**config.mk**
```make
export PLATFORM = sky130hd
export DESIGN_NAME = perf_counter_unit
export DESIGN_NICKNAME = d
export VERILOG_FILES = /design/src/rtl/perf_counter_unit_pkg.sv /design/src/rtl/perf_counter_unit_event_counter.sv /design/src/rtl/perf_counter_unit.sv
export SDC_FILE = /design/constraint.sdc
export NUM_CORES = 1
export LEC_CHECK = 0
export BUFFER_PORTS_ARGS = -buffer_cell sky130_fd_sc_hd__buf_2
export CAP_MARGIN = 20
export CELL_PAD_IN_SITES_DETAIL_PLACEMENT = 1
export CELL_PAD_IN_SITES_GLOBAL_PLACEMENT = 1
export CORE_MARGIN = 5
export CORE_UTILIZATION = 44
export DETAILED_ROUTE_END_ITERATION = 8
export PLACE_DENSITY = 0.79
export SLEW_MARGIN = 5
export SYNTH_ARGS = -nofsm -noshare
export SYNTH_HDL_FRONTEND = slang
export SYNTH_HIERARCHICAL = 1
export SYNTH_SLANG_ARGS = --single-unit
```
**constraint.sdc**
```tcl
create_clock -name clk -period 10.5 [get_ports clk]
set_input_delay 1.575 -clock clk [delete_from_list [all_inputs] [get_ports clk]]
set_output_delay 1.575 -clock clk [all_outputs]
set_load 0.1 [all_outputs]
```
**src/rtl/perf_counter_unit_pkg.sv**
```systemverilog
// Shared types for the performance-counter slice.
// PerfCounterPath is the bundle exported through the debug register.
// Its fields are listed in event-index order, so numIC_Miss occupies the MSBs.
// Optional build macro: RSD_PERF_COUNTER_SATURATE_EN (see perf_event_counter).
package perf_counter_unit_pkg;

  localparam int unsigned PERF_COUNTER_NUM = 7;
  localparam int unsigned PERF_LANES       = 4;
  localparam int unsigned PERF_DATA_WIDTH  = 32;

  typedef logic [PERF_LANES-1:0] PerfEventLanePath;

  typedef enum logic [2:0] {
    PERF_IC_MISS            = 3'd0,
    PERF_LOAD_MISS          = 3'd1,
    PERF_STORE_MISS         = 3'd2,
    PERF_BRANCH_MISS        = 3'd3,
    PERF_BRANCH_MISS_DECODE = 3'd4,
    PERF_STLD_FWD_FAIL      = 3'd5,
    PERF_MEM_DEP_MISS       = 3'd6
  } PerfEventIndex;

  typedef struct packed {
    logic [PERF_DATA_WIDTH-1:0] numIC_Miss;
    logic [PERF_DATA_WIDTH-1:0] numLoadMiss;
    logic [PERF_DATA_WIDTH-1:0] numStoreMiss;
    logic [PERF_DATA_WIDTH-1:0] numBranchPredMiss;
    logic [PERF_DATA_WIDTH-1:0] numBranchPredMissDetectedOnDecode;
    logic [PERF_DATA_WIDTH-1:0] numStoreLoadForwardingFail;
    logic [PERF_DATA_WIDTH-1:0] numMemDepPredMiss;
  } PerfCounterPath;

  typedef enum logic {
    SNAP_IDLE = 1'b0,
    SNAP_HELD = 1'b1
  } snap_state_e;

endpackage

```
**src/rtl/perf_counter_unit_event_counter.sv**
```systemverilog
// perf_event_counter: one event counter plus its sticky overflow flag.
// Ports:
//   clk, rst   - clock, asynchronous active-high reset
//   inc        - increment for this cycle (0..LANES)
//   enable     - count when 1, hold when 0
//   clear      - synchronous clear of the count and the flag; wins over enable
//   value      - registered count
//   overflow   - sticky flag, set when the sum carries out of DATA_WIDTH
// Build macro RSD_PERF_COUNTER_SATURATE_EN: the count sticks at all-ones
// instead of wrapping. The flag is set in both builds.
module perf_event_counter #(
  parameter int unsigned DATA_WIDTH = 32,
  parameter int unsigned INC_WIDTH  = 3
) (
  input  logic                  clk,
  input  logic                  rst,
  input  logic [INC_WIDTH-1:0]  inc,
  input  logic                  enable,
  input  logic                  clear,
  output logic [DATA_WIDTH-1:0] value,
  output logic                  overflow
);

  logic [DATA_WIDTH-1:0] count_q;
  logic                  ovf_q;
  logic [DATA_WIDTH:0]   sum;

  // The extra top bit is the carry-out.
  assign sum = {1'b0, count_q} + {{(DATA_WIDTH + 1 - INC_WIDTH){1'b0}}, inc};

  always_ff @(posedge clk or posedge rst) begin
    if (rst) begin
      count_q <= '0;
      ovf_q   <= 1'b0;
    end else if (clear) begin
      count_q <= '0;
      ovf_q   <= 1'b0;
    end else if (enable) begin
`ifdef RSD_PERF_COUNTER_SATURATE_EN
      // A count already at all-ones with inc>0 carries again, so it holds.
      if (sum[DATA_WIDTH]) begin
        count_q <= '1;
        ovf_q   <= 1'b1;
      end else begin
        count_q <= sum[DATA_WIDTH-1:0];
      end
`else
      count_q <= sum[DATA_WIDTH-1:0];
      if (sum[DATA_WIDTH]) ovf_q <= 1'b1;
`endif
    end
  end

  assign value    = count_q;
  assign overflow = ovf_q;

endmodule

```
**src/rtl/perf_counter_unit.sv**
```systemverilog
// perf_counter_unit: seven event counters with a req/ack snapshot for debug.
// Ports:
//   clk, rst          - clock, asynchronous active-high reset
//   countEnable       - 0 holds every counter
//   clear             - synchronous clear of the counters and overflow flags
//   events            - [counter][lane] event pulses; each lane adds 0 or 1
//   snapshotReq/Ack   - capture request and consumer acknowledge
//   snapshotValid     - snapshot holds a capture
//   perfCounter       - live counter values (registered)
//   snapshot          - captured counter values
//   overflow          - sticky per-counter carry-out flags
// Build macro RSD_PERF_COUNTER_SATURATE_EN selects saturating counters.
module perf_counter_unit
  import perf_counter_unit_pkg::*;
#(
  parameter int unsigned DATA_WIDTH   = 32,
  parameter int unsigned LANES        = 4,
  parameter int unsigned NUM_COUNTERS = 7
) (
  input  logic                                   clk,
  input  logic                                   rst,
  input  logic                                   countEnable,
  input  logic                                   clear,
  input  logic [NUM_COUNTERS-1:0][LANES-1:0]     events,
  input  logic                                   snapshotReq,
  input  logic                                   snapshotAck,
  output logic                                   snapshotValid,
  output PerfCounterPath                         perfCounter,
  output PerfCounterPath                         snapshot,
  output logic [NUM_COUNTERS-1:0]                overflow
);

  localparam int unsigned INC_WIDTH = $clog2(LANES + 1);

  logic [INC_WIDTH-1:0]  inc   [NUM_COUNTERS];
  logic [DATA_WIDTH-1:0] value [NUM_COUNTERS];
  snap_state_e           state;

  always_comb begin
    for (int unsigned i = 0; i < NUM_COUNTERS; i++) begin
      inc[i] = '0;
      for (int unsigned l = 0; l < LANES; l++) begin
        inc[i] = inc[i] + INC_WIDTH'(events[i][l]);
      end
    end
  end

  for (genvar i = 0; i < NUM_COUNTERS; i++) begin : g_cnt
    perf_event_counter #(
      .DATA_WIDTH (DATA_WIDTH),
      .INC_WIDTH  (INC_WIDTH)
    ) u_cnt (
      .clk      (clk),
      .rst      (rst),
      .inc      (inc[i]),
      .enable   (countEnable),
      .clear    (clear),
      .value    (value[i]),
      .overflow (overflow[i])
    );
  end

  always_comb begin
    perfCounter                                   = '0;
    perfCounter.numIC_Miss                        = value[PERF_IC_MISS];
    perfCounter.numLoadMiss                       = value[PERF_LOAD_MISS];
    perfCounter.numStoreMiss                      = value[PERF_STORE_MISS];
    perfCounter.numBranchPredMiss                 = value[PERF_BRANCH_MISS];
    perfCounter.numBranchPredMissDetectedOnDecode = value[PERF_BRANCH_MISS_DECODE];
    perfCounter.numStoreLoadForwardingFail        = value[PERF_STLD_FWD_FAIL];
    perfCounter.numMemDepPredMiss                 = value[PERF_MEM_DEP_MISS];
  end

  // Capture samples perfCounter before this edge's update, so a same-cycle
  // clear or increment is not reflected in the snapshot.
  always_ff @(posedge clk or posedge rst) begin
    if (rst) begin
      state         <= SNAP_IDLE;
      snapshot      <= '0;
      snapshotValid <= 1'b0;
    end else begin
      case (state)
        SNAP_IDLE: begin
          if (snapshotReq) begin
            snapshot      <= perfCounter;
            snapshotValid <= 1'b1;
            state         <= SNAP_HELD;
          end
        end
        SNAP_HELD: begin
          if (snapshotAck) begin
            snapshotValid <= 1'b0;
            state         <= SNAP_IDLE;
          end
        end
        default: begin
          snapshotValid <= 1'b0;
          state         <= SNAP_IDLE;
        end
      endcase
    end
  end

endmodule
```
; ---- Word level (Yosys, flattened, before mapping)
; Index checks and enable logic that the tools add are counted.
[totals]
inputBits = 34
romBits = 0
latchBits = 0
wordCells = 112
output_inout_bits = 456
regBits = 457
ramBits = 0
n_memories = 0
[op_classes]
n_reduce_logical = 17
order_cmp = 0
n_eq_ne = 2
multipliers = 0
div_mod_pow = 0
n_bitwise = 1
n_shift = 0
muxes = 41
n_addsub = 28
[ops]
columns = op, n
row1 = two-way mux 32 bit, 14
row2 = adder 32 x 3 -> 33 bit, 7
row3 = two-way mux 1 bit, 25
row4 = adder 2 x 1 -> 3 bit, 7
row5 = adder 3 x 1 -> 3 bit, 7
row6 = AND reduction 2 bit, 9
row7 = nonzero test 2 bit, 8
row8 = adder 1 x 1 -> 2 bit, 7
row9 = "!= test 2 bit, second input constant", 2
row10 = one-hot mux 1 bit (2 select lines), 2
row11 = NOT 1 bit, 1

; ---- Logic depth before layout (Yosys ltp)
; Gate-level depths: netlist (run 1).
[logic_depth]
depth_word = 7
mapped_depth = 12
mapped_depth_nobuf = 11

; ---- By module
; The synthesis (run 1) kept the hierarchy.
[modules_own_cells]
columns = mod, area_each_um2, n_inst, cells_each, seq_area_each_um2
row1 = perf_counter_unit, 9545.4, 1, 538, 5655.4
row2 = perf_event_counter (g_cnt[0].u_cnt ...), 1904.3, 5, 203, 825.8
row3 = perf_event_counter (g_cnt[4].u_cnt), 1913.1, 1, 204, 825.8
row4 = perf_event_counter (g_cnt[3].u_cnt), 1910.6, 1, 204, 825.8

; ---- Worst setup path before layout (run 1)
; Ideal clock, no wire load.
[synth_path]
path_type = input to register
start = in events[12] (netlist bit)
end = reg g_cnt[3].u_cnt.count_q[14]
arrival_time_ps = 4365
stages = 12
setup_time_ps = 125
n_path_buf = 1
setup_slack_ps = 6011
required_ps = 10375
cell_sequence = inv_1 fa_1 inv_1 ha_1 ha_1 inv_1 fa_1 and2b_1 o2111ai_1 clkbuf_1 nor3b_1 mux2_2
[synth_rtl]
columns = item, line_no
row1 = from (decl), perf_counter_unit.sv:24  ; input logic [NUM_COUNTERS-1:0][LANES-1:0] events,
row2 = to (signal assigned), perf_counter_unit_event_counter.sv:48  ; count_q <= sum[DATA_WIDTH-1:0];
row3 = to (decl), perf_counter_unit_event_counter.sv:24  ; logic [DATA_WIDTH-1:0] count_q;

==> flow_summary_export.csv, run 1 <==
group,metric,value,unit
drt,viasPerCell,5.79,
finish,postLayoutCellArea,0.0275,mm²
power,power.switching,1.24,mW
sta,slew_headroom,0.284,
logic_synthesis,synth_top_family_by_area,"multiplexers",
sta,worst_slew_pin_slew,1.07,ns
worst_hold_path,min_path_cells,1,
floorplanning,start_util,0.445,
clocking,clkSinkCount,457,
finish,fin_util,0.536,
power,pwr-share-comb,0.141,
logic_synthesis,ys_ff_latch,457,
clocking,root_buffer,"clkbuf_16",
sta,finalMaxSlewViolations,0,
clocking,clk-insertion-delay-late,0.58,ns
global_route,grt_pass1_wl,114,mm
placed_design,place.port_buffers,489,
worst_hold_path,holdCritPathClass,"reg -> reg",
drt,drtIter0Drc,1119,
logic_synthesis,synth_edf_count,0,
clocking,cts_resized,0,
setup_path,r2r_slack,7.18,ns
logic_synthesis,yosys.area_share.simple,0.150,
power,cell_internal_pwr,3.04,mW
power,vdd.ir_drop.worst,0.000122,V
sta,finalCritPeriodShare,0.423,
drt,num_vias,18200,
drt,wl_per_cell,22.7,µm
run,maxCapViolations,0,
logic_synthesis,ys_types,51,
sta,rsz0062_at_grt,"false",
setup_path,crit_chain,"buf_2 > inv_1 > fa_1 > inv_1 > ha_1 > ha_1 > inv_1 > fa_1 > and2b_1 > o2111ai_2 > nor4_1 > mux2_2",
sta,finClkSkew,0.0173,ns
clocking,cts_tree,"built",
setup_path,worst-path-max-fanout,18,
setup_path,cp_slowest_stage_delay,0.58,ns
power,p_per_area,155,mW/mm²
sta,setup_tns,0,ns
power,power_frac_clock,0.429,
setup_path,endpoint_kind,"flip-flop",
drt,detail-route-antenna-nets,0,
setup_path,r2r_cells,4,
finish,area_delta_synth_final,20.3,%
floorplanning,core_area,0.0514,mm²
setup_path,path_class,"in -> reg",
clocking,postCtsSetupBuffers,0,
setup_path,worstReg2RegEnd,"snapshot[111]$_DFFE_PP0P_",
global_route,grt_max_degree,152,
status,status,"finished, final reports clean",
drt,drc,0,
logic_synthesis,syn_area,0.0229,mm²
setup_path,start_kind,"input port",
logic_synthesis,ys_seq_area_frac,0.500,
logic_synthesis,syn_inst,1961,
global_route,antenna_found_initial,2,
setup_path,required,10.96,ns
logic_synthesis,syn_nets,2044,
floorplanning,num_io_pins,490,
clocking,cts_buffer_depth,3,
sta,setup-violations-final,0,
worst_hold_path,min_from,"snapshot[70]$_DFFE_PP0P_",
global_route,grt_pass1_vias,19600,
clocking,cts_made_buffers,50,
drt,first_pass_iters,5,
logic_synthesis,synth_fa_ha_area_frac,0.0314,
global_route,overflow,0,
clocking,cts-hold-fix-buffers,0,
floorplanning,rows,83,
logic_synthesis,synth_compound_area_frac,0.100,
logic_synthesis,yosys_most_used_dff,"dfrtp_1",
finish,final_nets,2515,
worst_hold_path,holdPathEnd,"snapshot[70]$_DFFE_PP0P_",
floorplanning,dieArea,0.0567,mm²
global_route,groute.usage.overall,0.245,
clocking,cts.reportedPaths.clkPinSlew,0.06,ns
placed_design,routabilityCongestion,0.835,
sta,clock.fmax,225,MHz
sta,hold_viol_final,0,
logic_synthesis,synth-xor-area-share,0.0138,
sta,period_needed,4.44,ns
setup_path,r2r-start,"state$_DFF_PP0_",
placed_design,post_dp_cell_area,0.0258,mm²
placed_design,dpl.hpwl,50.4,mm
drt,totalWireLength,71.5,mm
setup_path,cp_common_cell,"inv_1",
logic_synthesis,ys_async_sr_fraction,1.00,
setup_path,slowest_stage,"fa_1",
clocking,htreeDepth,2,
power,seqPwrFrac,0.429,
logic_synthesis,avgSynthCellArea,11.7,µm²
floorplanning,die_w,238,µm
power,sw_frac_of_total,0.289,
logic_synthesis,yosysWarningCount,6,
floorplanning,die_h,238,µm
power,p_leak,13.8,nW
finish,drive_above_1_share,0.362,
logic_synthesis,synth_mux_area_frac,0.163,
setup_path,worstPathArrival,4.90,ns
cell type report:
type	instances	area [µm²]
clock buffers	72	1490
diodes	1	2.50
fillers	5608	23900
inverters	107	409
repair buffers	510	2650
multi-input cells	1306	10500
well taps	680	851
flip-flops and latches	457	11400
clock inverters	18	223
worst max-delay path: cells and delay by family:
family,cells,cell delay (ns)
multiplexers,1,0.38
AO/OA/AOI/OAI,1,0.44
adder cells (fa/ha/maj),4,1.45
AND/OR/NAND/NOR,2,0.80
buffers and inverters,4,0.24
state kept, by name (all words and copies together) (netlist names):
name	flops
snapshot	224
g_cnt.u_cnt/value	224
state	1
snapshotValid	1
g_cnt.u_cnt/overflow	7
Yosys cell counts (7+ instances only):
master / count / area (µm²)
o31ai_1: 75 / 563
nor2b_1: 46 / 288
nor3_1: 8 / 40.0
inv_1: 106 / 398
a21o_1: 7 / 52.6
buf_1: 8 / 30.0
xor2_1: 35 / 307
mux2_4: 160 / 2400
nand4_1: 22 / 138
or2_2: 7 / 43.8
a211oi_1: 7 / 52.6
or4_1: 83 / 623
o21a_1: 7 / 52.6
mux2i_1: 8 / 80.1
o2111a_1: 7 / 78.8
nor4_1: 42 / 263
nor2_1: 118 / 443
clkbuf_1: 47 / 176
fa_1: 14 / 280
o21ai_0: 54 / 270
buf_6: 13 / 146
o211ai_1: 8 / 60.1
ha_1: 35 / 438
mux2_2: 110 / 1240
and4_1: 19 / 166
nand2_1: 67 / 251
buf_8: 11 / 165
and2_1: 9 / 56.3
and3_1: 53 / 332
buf_2: 9 / 45.0
a21oi_1: 136 / 681
o2111ai_1: 29 / 254
dfrtp_1: 457 / 11400
or3_1: 39 / 244
nand3_1: 60 / 300
placed cells by master, fill, tap and decap left out, drive strengths merged, types with 5 or more instances in the layout:
| master | n |
|---|---|
| a211oi | 7 |
| a21o | 7 |
| a21oi | 136 |
| and2 | 9 |
| and2b | 6 |
| and3 | 53 |
| and4 | 26 |
| buf | 510 |
| bufinv | 5 |
| clkbuf | 72 |
| clkinv | 13 |
| dfrtp | 457 |
| fa | 14 |
| ha | 35 |
| inv | 107 |
| mux2 | 270 |
| mux2i | 8 |
| nand2 | 67 |
| nand3 | 62 |
| nand4 | 22 |
| nand4b | 6 |
| nor2 | 118 |
| nor2b | 47 |
| nor3 | 8 |
| nor4 | 42 |
| o2111a | 7 |
| o2111ai | 35 |
| o211ai | 14 |
| o21a | 7 |
| o21ai | 54 |
| o31ai | 75 |
| or2 | 7 |
| or3 | 41 |
| or4 | 83 |
| xor2 | 35 |
cells by family (layout without fill, tap and decap cells):
logic type | Yosys count | after routing
AOI/OAI and AO/OA | 343 | 343
xor gates and xnor gates | 36 | 36
adders and majority gates | 49 | 49
buffers and inverters | 198 | 707
DFF | 457 | 457
muxes | 278 | 278
other | 0 | 1
and+or+nand+nor | 600 | 600
metrics by stage:
stage	setup slack [ns]	power (mW)	instances	hold WS [ns]
floorplan	2.73	2.35	1961	0.480
global placement	5.61	2.45	3059	0.485
detailed placement	5.49	2.47	3059	0.488
CTS	6.11	4.33	3149	0.508
global route	5.89	4.44	3150	0.518
finish	6.06	4.28	3151	0.501
power groups by stage:
stage	registers (mW)	logic, mW	clock network (mW)
floorplan	2.11	0.239	0
global placement	1.86	0.590	0
detailed placement	1.86	0.608	0
CTS	1.83	0.610	1.88
global route	1.84	0.644	1.96
finish	1.83	0.605	1.84
metal layers:
| metal | vias to the layer above | global-route usage | share of wire |
|---|---|---|---|
| met4 | 2 | 0.0614 | 0.026 |
| met1 | 9501 | 0.317 | 0.42 |
| met3 | 117 | 0.0454 | 0.051 |
| met2 | 456 | 0.427 | 0.50 |
| li1 | 8169 | - | - |
| met5 | - | 0 | 0.00018 |
how the worst max path moves through the flow:
stage / start / end / slack [ns] / cells after the start
CTS: events[24] / g_cnt[6].u_cnt/value[28]$_DFFE_PP0P_ / 6.11 / 12
finish: events[24] / g_cnt[6].u_cnt/value[28]$_DFFE_PP0P_ / 6.06 / 12
global route: events[16] / g_cnt[4].u_cnt/value[28]$_DFFE_PP0P_ / 5.89 / 12
global placement: events[4] / g_cnt[1].u_cnt/value[22]$_DFFE_PP0P_ / 5.61 / 12
floorplan: rst / snapshotValid$_DFFE_PP0P_ / 2.73 / 1
detailed placement: events[24] / g_cnt[6].u_cnt/value[28]$_DFFE_PP0P_ / 5.49 / 12
(Power assumes the default switching activity.)
==> run 2, diff against run 1 <==
--- a/config.mk
+++ b/config.mk
@@ -10,9 +10,9 @@
 export CELL_PAD_IN_SITES_DETAIL_PLACEMENT = 1
 export CELL_PAD_IN_SITES_GLOBAL_PLACEMENT = 1
 export CORE_MARGIN = 5
-export CORE_UTILIZATION = 44
+export CORE_UTILIZATION = 39
 export DETAILED_ROUTE_END_ITERATION = 8
-export PLACE_DENSITY = 0.79
+export PLACE_DENSITY = 0.74
 export SLEW_MARGIN = 5
 export SYNTH_ARGS = -nofsm -noshare
 export SYNTH_HDL_FRONTEND = slang
==> constraint.sdc (replaced) <==
create_clock -name clk -period 3.8 [get_ports clk]
set_input_delay 0.57 -clock clk [delete_from_list [all_inputs] [get_ports clk]]
set_output_delay 0.57 -clock clk [all_outputs]
set_load 0.1 [all_outputs]
==> run 2 against run 1 <==
Net effect:
- first-iteration DRC count fell by 16%
- sequential share of layout area fell by 0.83 points
- routed wire length rose by 2.5%
- utilization fell by 5.0 points
- die area rose by 12%
- clock-buffer cell count rose by 3
- setup slack got worse by 5.5 ns
- critical path type unchanged
- clock power rose to 2.9 times the previous value
==> flow_summary_export.csv, run 2 (same netlist as run 1, synthesis figures left out) <==
group,metric,value,unit
setup_path,cp_common_cell,"inv_1",
clocking,cts.reportedPaths.clkPinSlew,0.06,ns
finish,area_delta_synth_final,22.7,%
sta,slew_headroom,0.220,
global_route,use_met3,0.0383,
clocking,cts_made_buffers,53,
power,power,12.2,mW
global_route,grt_pass1_vias,19700,
clocking,postCtsSetupBuffers,0,
placed_design,post_dp_cell_area,0.0263,mm²
power,p_leak,14.1,nW
drt,first_pass_iters,5,
clocking,clk-insertion-delay-late,0.60,ns
drt,drc,0,
setup_path,crit_chain,"buf_2 > inv_1 > fa_1 > inv_1 > ha_1 > ha_1 > inv_1 > fa_1 > nor2b_1 > o2111ai_2 > nor4_1 > mux2_2",
sta,finalMaxSlewViolations,0,
sta,final.setup.worst_slack,0.578,ns
sta,finClkSkew,0.0235,ns
worst_hold_path,holdCritPathClass,"in -> reg",
sta,hold_viol_final,0,
drt,viasPerCell,5.59,
placed_design,place_inst,3185,
floorplanning,core_area,0.0579,mm²
clocking,cts-hold-fix-buffers,0,
setup_path,cp_slowest_stage_delay,0.54,ns
global_route,use_met2,0.390,
sta,clock.fmax,310,MHz
setup_path,start_kind,"input port",
floorplanning,die_h,252,µm
sta,period_needed,3.22,ns
global_route,grt_busiest_layer,"met2",
finish,postLayoutCellArea,0.0281,mm²
drt,detail-route-antenna-nets,0,
clocking,clkSinkCount,457,
drt,drtIter0Drc,942,
setup_path,path_buf_inv,4,
sta,finalCritPeriodShare,0.848,
setup_path,cp_top_family,"adder cells",
floorplanning,rows,88,
setup_path,worstPathArrival,3.70,ns
finish,final_cell_mix,"487 x buf_2, 457 x dfrtp_1, 160 x mux2_4",
finish,finalNonFillerCells,3285,
clocking,cts_buffer_depth,3,
global_route,met1_usage,0.286,
sta,rsz0062_at_grt,"false",
finish,fin_util,0.485,
floorplanning,num_io_pins,490,
placed_design,pre_cts_slack,0.0295,ns
finish,drive_above_1_share,0.373,
placed_design,routabilityCongestion,0.844,
setup_path,slowest_stage,"fa_1",
drt,num_vias,18400,
placed_design,dpl.hpwl,52.3,mm
clocking,cts_resized,0,
setup_path,path_class,"in -> reg",
floorplanning,die_w,252,µm
floorplanning,start_util,0.395,
sta,holdWs,0.160,ns
placed_design,place.port_buffers,489,
sta,worst_slew_pin_slew,1.17,ns
finish,layout_commonest_cell,"buf_2",
status,status,"finished, final reports clean",
global_route,antenna_found_initial,5,
run,maxCapViolations,0,
setup_path,worst-path-max-fanout,15,
floorplanning,dieArea,0.0636,mm²
clocking,root_buffer,"clkbuf_16",
power,vdd.ir_drop.worst,0.000345,V
sta,setup_tns,0,ns
finish,final_nets,2558,
global_route,overflow,0,
drt,totalWireLength,73.3,mm
global_route,grt_max_degree,158,
power,p_per_area,434,mW/mm²
clocking,htreeDepth,2,
setup_path,endpoint_kind,"flip-flop",
global_route,grt_pass1_wl,116,mm
setup_path,required,4.28,ns
clocking,cts_tree,"built",
sta,setup-violations-final,0,
drt,wl_per_cell,22.3,µm
global_route,groute.usage.overall,0.223,
-- run 2: path summary, 6_finish.rpt --
| kind | start | end | slack (ns) | cells after the start |
|---|---|---|---|---|
| setup / recovery | events[16] | g_cnt[4].u_cnt/value[28]$_DFFE_PP0P_ | 0.58 | 12 |
| hold / removal | snapshotAck | state$_DFF_PP0_ | 0.16 | 2 |
| setup reg to reg | g_cnt[4].u_cnt/value[0]$_DFFE_PP0P_ | g_cnt[4].u_cnt/value[28]$_DFFE_PP0P_ | 1.18 | 7 |
| hold reg to reg | snapshot[75]$_DFFE_PP0P_ | snapshot[75]$_DFFE_PP0P_ | 0.50 | 1 |
| max in group asynchronous | rst | snapshot[110]$_DFFE_PP0P_ | 2.53 | 3 |
| min in group asynchronous | rst | g_cnt[1].u_cnt/overflow$_DFFE_PP0P_ | 0.22 | 3 |
-- run 2: layout make-up --
class / instances / area (µm²)
sequential: 457 / 11400
multi-input combinational: 1306 / 10500
antenna: 2 / 5.00
clock buffer: 75 / 1550
inverter: 107 / 405
timing repair buffer: 550 / 2980
clock inverter: 23 / 285
tap: 765 / 957
fill: 6415 / 29800
-- run 2: metal layers --
metal | up-vias | routed length (µm)
li1 | 8235 | -
met3 | 112 | 3670
met2 | 469 | 36900
met4 | 0 | 1900
met1 | 9548 | 30800
met5 | - | 0
-- run 2: where the power goes --
| group | internal, mW | switching (mW) |
|---|---|---|
| clock network | 3.25 | 2.16 |
| registers | 4.97 | 0.102 |
| logic | 0.416 | 1.31 |
==> run 3, diff against run 2 <==
==> constraint.sdc (replaced) <==
create_clock -name clk -period 2.7 [get_ports clk]
set_input_delay 0.405 -clock clk [delete_from_list [all_inputs] [get_ports clk]]
set_output_delay 0.405 -clock clk [all_outputs]
set_load 0.1 [all_outputs]
==> run 3 against run 2 <==
Net effect:
- combinational power grew 61%
- largest cell class is now multi-input combinational cells
- utilization grew 3.4 points
- final area grew 7.0%
- sequential share of layout area shrank 2.7 points
- setup slack lost 0.58 ns
- hold slack lost 0.035 ns
- total power grew 41%
- largest power group unchanged
- via count grew 3.4%
==> flow_summary_export.csv, run 3 (same netlist as run 1, synthesis figures left out) <==
group,metric,value,unit
floorplanning,core_area,0.0579,mm²
sta,slew_headroom,0.566,
sta,clock.fmax,370,MHz
drt,drtIter0Drc,997,
setup_path,slowest_stage,"fa_1",
finish,final_cell_mix,"481 x buf_2, 457 x dfrtp_1, 168 x mux2_4",
drt,viasPerCell,5.62,
power,p_leak,14.7,nW
placed_design,dpl.hpwl,56.3,mm
floorplanning,num_io_pins,490,
placed_design,routabilityCongestion,0.821,
global_route,grt_pass1_vias,20700,
finish,final_nets,2658,
setup_path,cp_top_family,"adder cells",
sta,setup-violations-final,0,
setup_path,required,3.22,ns
floorplanning,start_util,0.395,
power,p_per_area,573,mW/mm²
global_route,groute.usage.overall,0.233,
setup_path,endpoint_kind,"flip-flop",
clocking,cts_tree,"built",
drt,drc,0,
clocking,cts.reportedPaths.clkPinSlew,0.06,ns
drt,num_vias,19000,
setup_path,worst-path-max-fanout,6,
setup_path,crit_chain,"buf_2 > inv_2 > fa_1 > inv_2 > ha_4 > ha_4 > inv_2 > fa_2 > and2b_2 > o2111ai_4 > buf_12 > or4_1 > a21oi_1",
global_route,grt_pass1_wl,121,mm
sta,finalCritPeriodShare,1.00,
floorplanning,rows,88,
finish,fill_cells,6258,
clocking,clk-insertion-delay-late,0.62,ns
drt,detail-route-antenna-nets,0,
clocking,cts_made_buffers,53,
sta,period_needed,2.70,ns
global_route,overflow,0,
placed_design,place_inst,3265,
sta,holdWs,0.125,ns
floorplanning,die_w,252,µm
finish,finalNonFillerCells,3380,
global_route,antenna_found_initial,1,
power,vdd.ir_drop.worst,0.000473,V
sta,worst_slew_pin_slew,0.650,ns
clocking,root_buffer,"clkbuf_16",
drt,first_pass_iters,5,
setup_path,worstPathArrival,3.22,ns
sta,finalMaxSlewViolations,0,
setup_path,path_class,"in -> reg",
clocking,htreeDepth,2,
setup_path,cp_slowest_stage_delay,0.57,ns
placed_design,place.port_buffers,489,
setup_path,path_buf_inv,5,
status,status,"finished, final reports clean",
drt,wl_per_cell,23.1,µm
floorplanning,dieArea,0.0636,mm²
finish,drive_above_1_share,0.452,
worst_hold_path,holdCritPathClass,"in -> reg",
setup_path,start_kind,"input port",
clocking,clkSinkCount,457,
setup_path,cp_common_cell,"inv_2",
run,maxCapViolations,0,
floorplanning,die_h,252,µm
sta,rsz0062_at_grt,"true",
drt,totalWireLength,78.2,mm
finish,layout_commonest_cell,"buf_2",
global_route,grt_max_degree,77,
sta,finClkSkew,0.0203,ns
finish,area_delta_synth_final,31.3,%
sta,hold_viol_final,0,
clocking,cts_buffer_depth,3,
==> run 3: changes by cell type in the layout (fill, tap and decap cells not counted), moves of 25 or more <==
cell / change
ha_1: -29
inv_2: +25
ha_4: +29
nor4_2: +31
nor4_1: -39
buf_4: +84
inv_1: -31
==> run 3: path summary, 6_finish.rpt <==
| path | end | start | slack [ns] | depth (start not counted) |
|---|---|---|---|---|
| setup / recovery | g_cnt[1].u_cnt/value[26]$_DFFE_PP0P_ | events[4] | 0.0005 | 13 |
| setup reg to reg | g_cnt[0].u_cnt/value[26]$_DFFE_PP0P_ | g_cnt[0].u_cnt/value[0]$_DFFE_PP0P_ | 0.34 | 8 |
| hold reg to reg | snapshot[21]$_DFFE_PP0P_ | snapshot[21]$_DFFE_PP0P_ | 0.50 | 1 |
| min in group asynchronous | snapshot[202]$_DFFE_PP0P_ | rst | 0.51 | 3 |
| max in group asynchronous | snapshot[138]$_DFFE_PP0P_ | rst | 1.44 | 5 |
| hold / removal | state$_DFF_PP0_ | snapshotReq | 0.12 | 3 |
==> run 3: power by group <==
group	internal, mW	total, mW	switching, mW
Clock	4.36	7.33	2.96
Sequential	6.99	7.13	0.140
Combinational	0.804	2.77	1.97
==> run 3: timing repair <==
item                                    4_1_cts  5_1_grt
hold buffers                                  2        0
setup buffers                                 2       13
pin swaps                                     2       21
endpoints found under the setup margin        5       41
hold endpoints to repair                     10        0
resized for setup                             2       46
gates cloned                                  0        3
==> run 3: final cells by class <==
| class | instances | area [µm²] | share of cell area |
|---|---|---|---|
| multi-input cells | 1308 | 11500 | 0.384 |
| flip-flops and latches | 457 | 11400 | 0.380 |
| repair buffers | 648 | 3910 | 0.130 |
| clock buffers | 75 | 1550 | 0.0515 |
| well taps | 765 | 957 | 0.0318 |
| inverters | 107 | 458 | 0.0152 |
| clock inverters | 19 | 224 | 0.00745 |
| diodes | 1 | 2.50 | 0.0000832 |
==> run 3: worst reg2reg max path: cells and delay by family, from the launching register on <==
family | cells | cell delay, ns
fa+ha+maj | 2 | 0.52
buf+inv | 2 | 0.24
compound gates | 2 | 0.36
simple gates | 2 | 0.72
flops | 1 | 0.45
==> run 3: through the flow <==
step	cell area [µm²]	setup slack [ns]	setup TNS, ns	util	total power [mW]
finish	30100	0.000477	0	0.519	17.2
global route	30100	-0.0893	-0.453	0.519	17.9
CTS	29700	-0.00466	-0.00466	0.512	17.4
detailed placement	27800	-0.680	-86.52	0.481	10.0
global placement	27800	-0.563	-69.86	0.481	9.89
floorplan	23900	-0.657	-166.96	-	9.33
==> run 3: routing by layer <==
metal,GRT usage,vias up,share of wire
met5,0,-,0.00014
met4,0.0704,2,0.032
met3,0.0488,148,0.059
met2,0.411,567,0.50
met1,0.289,9838,0.41
li1,-,8437,-
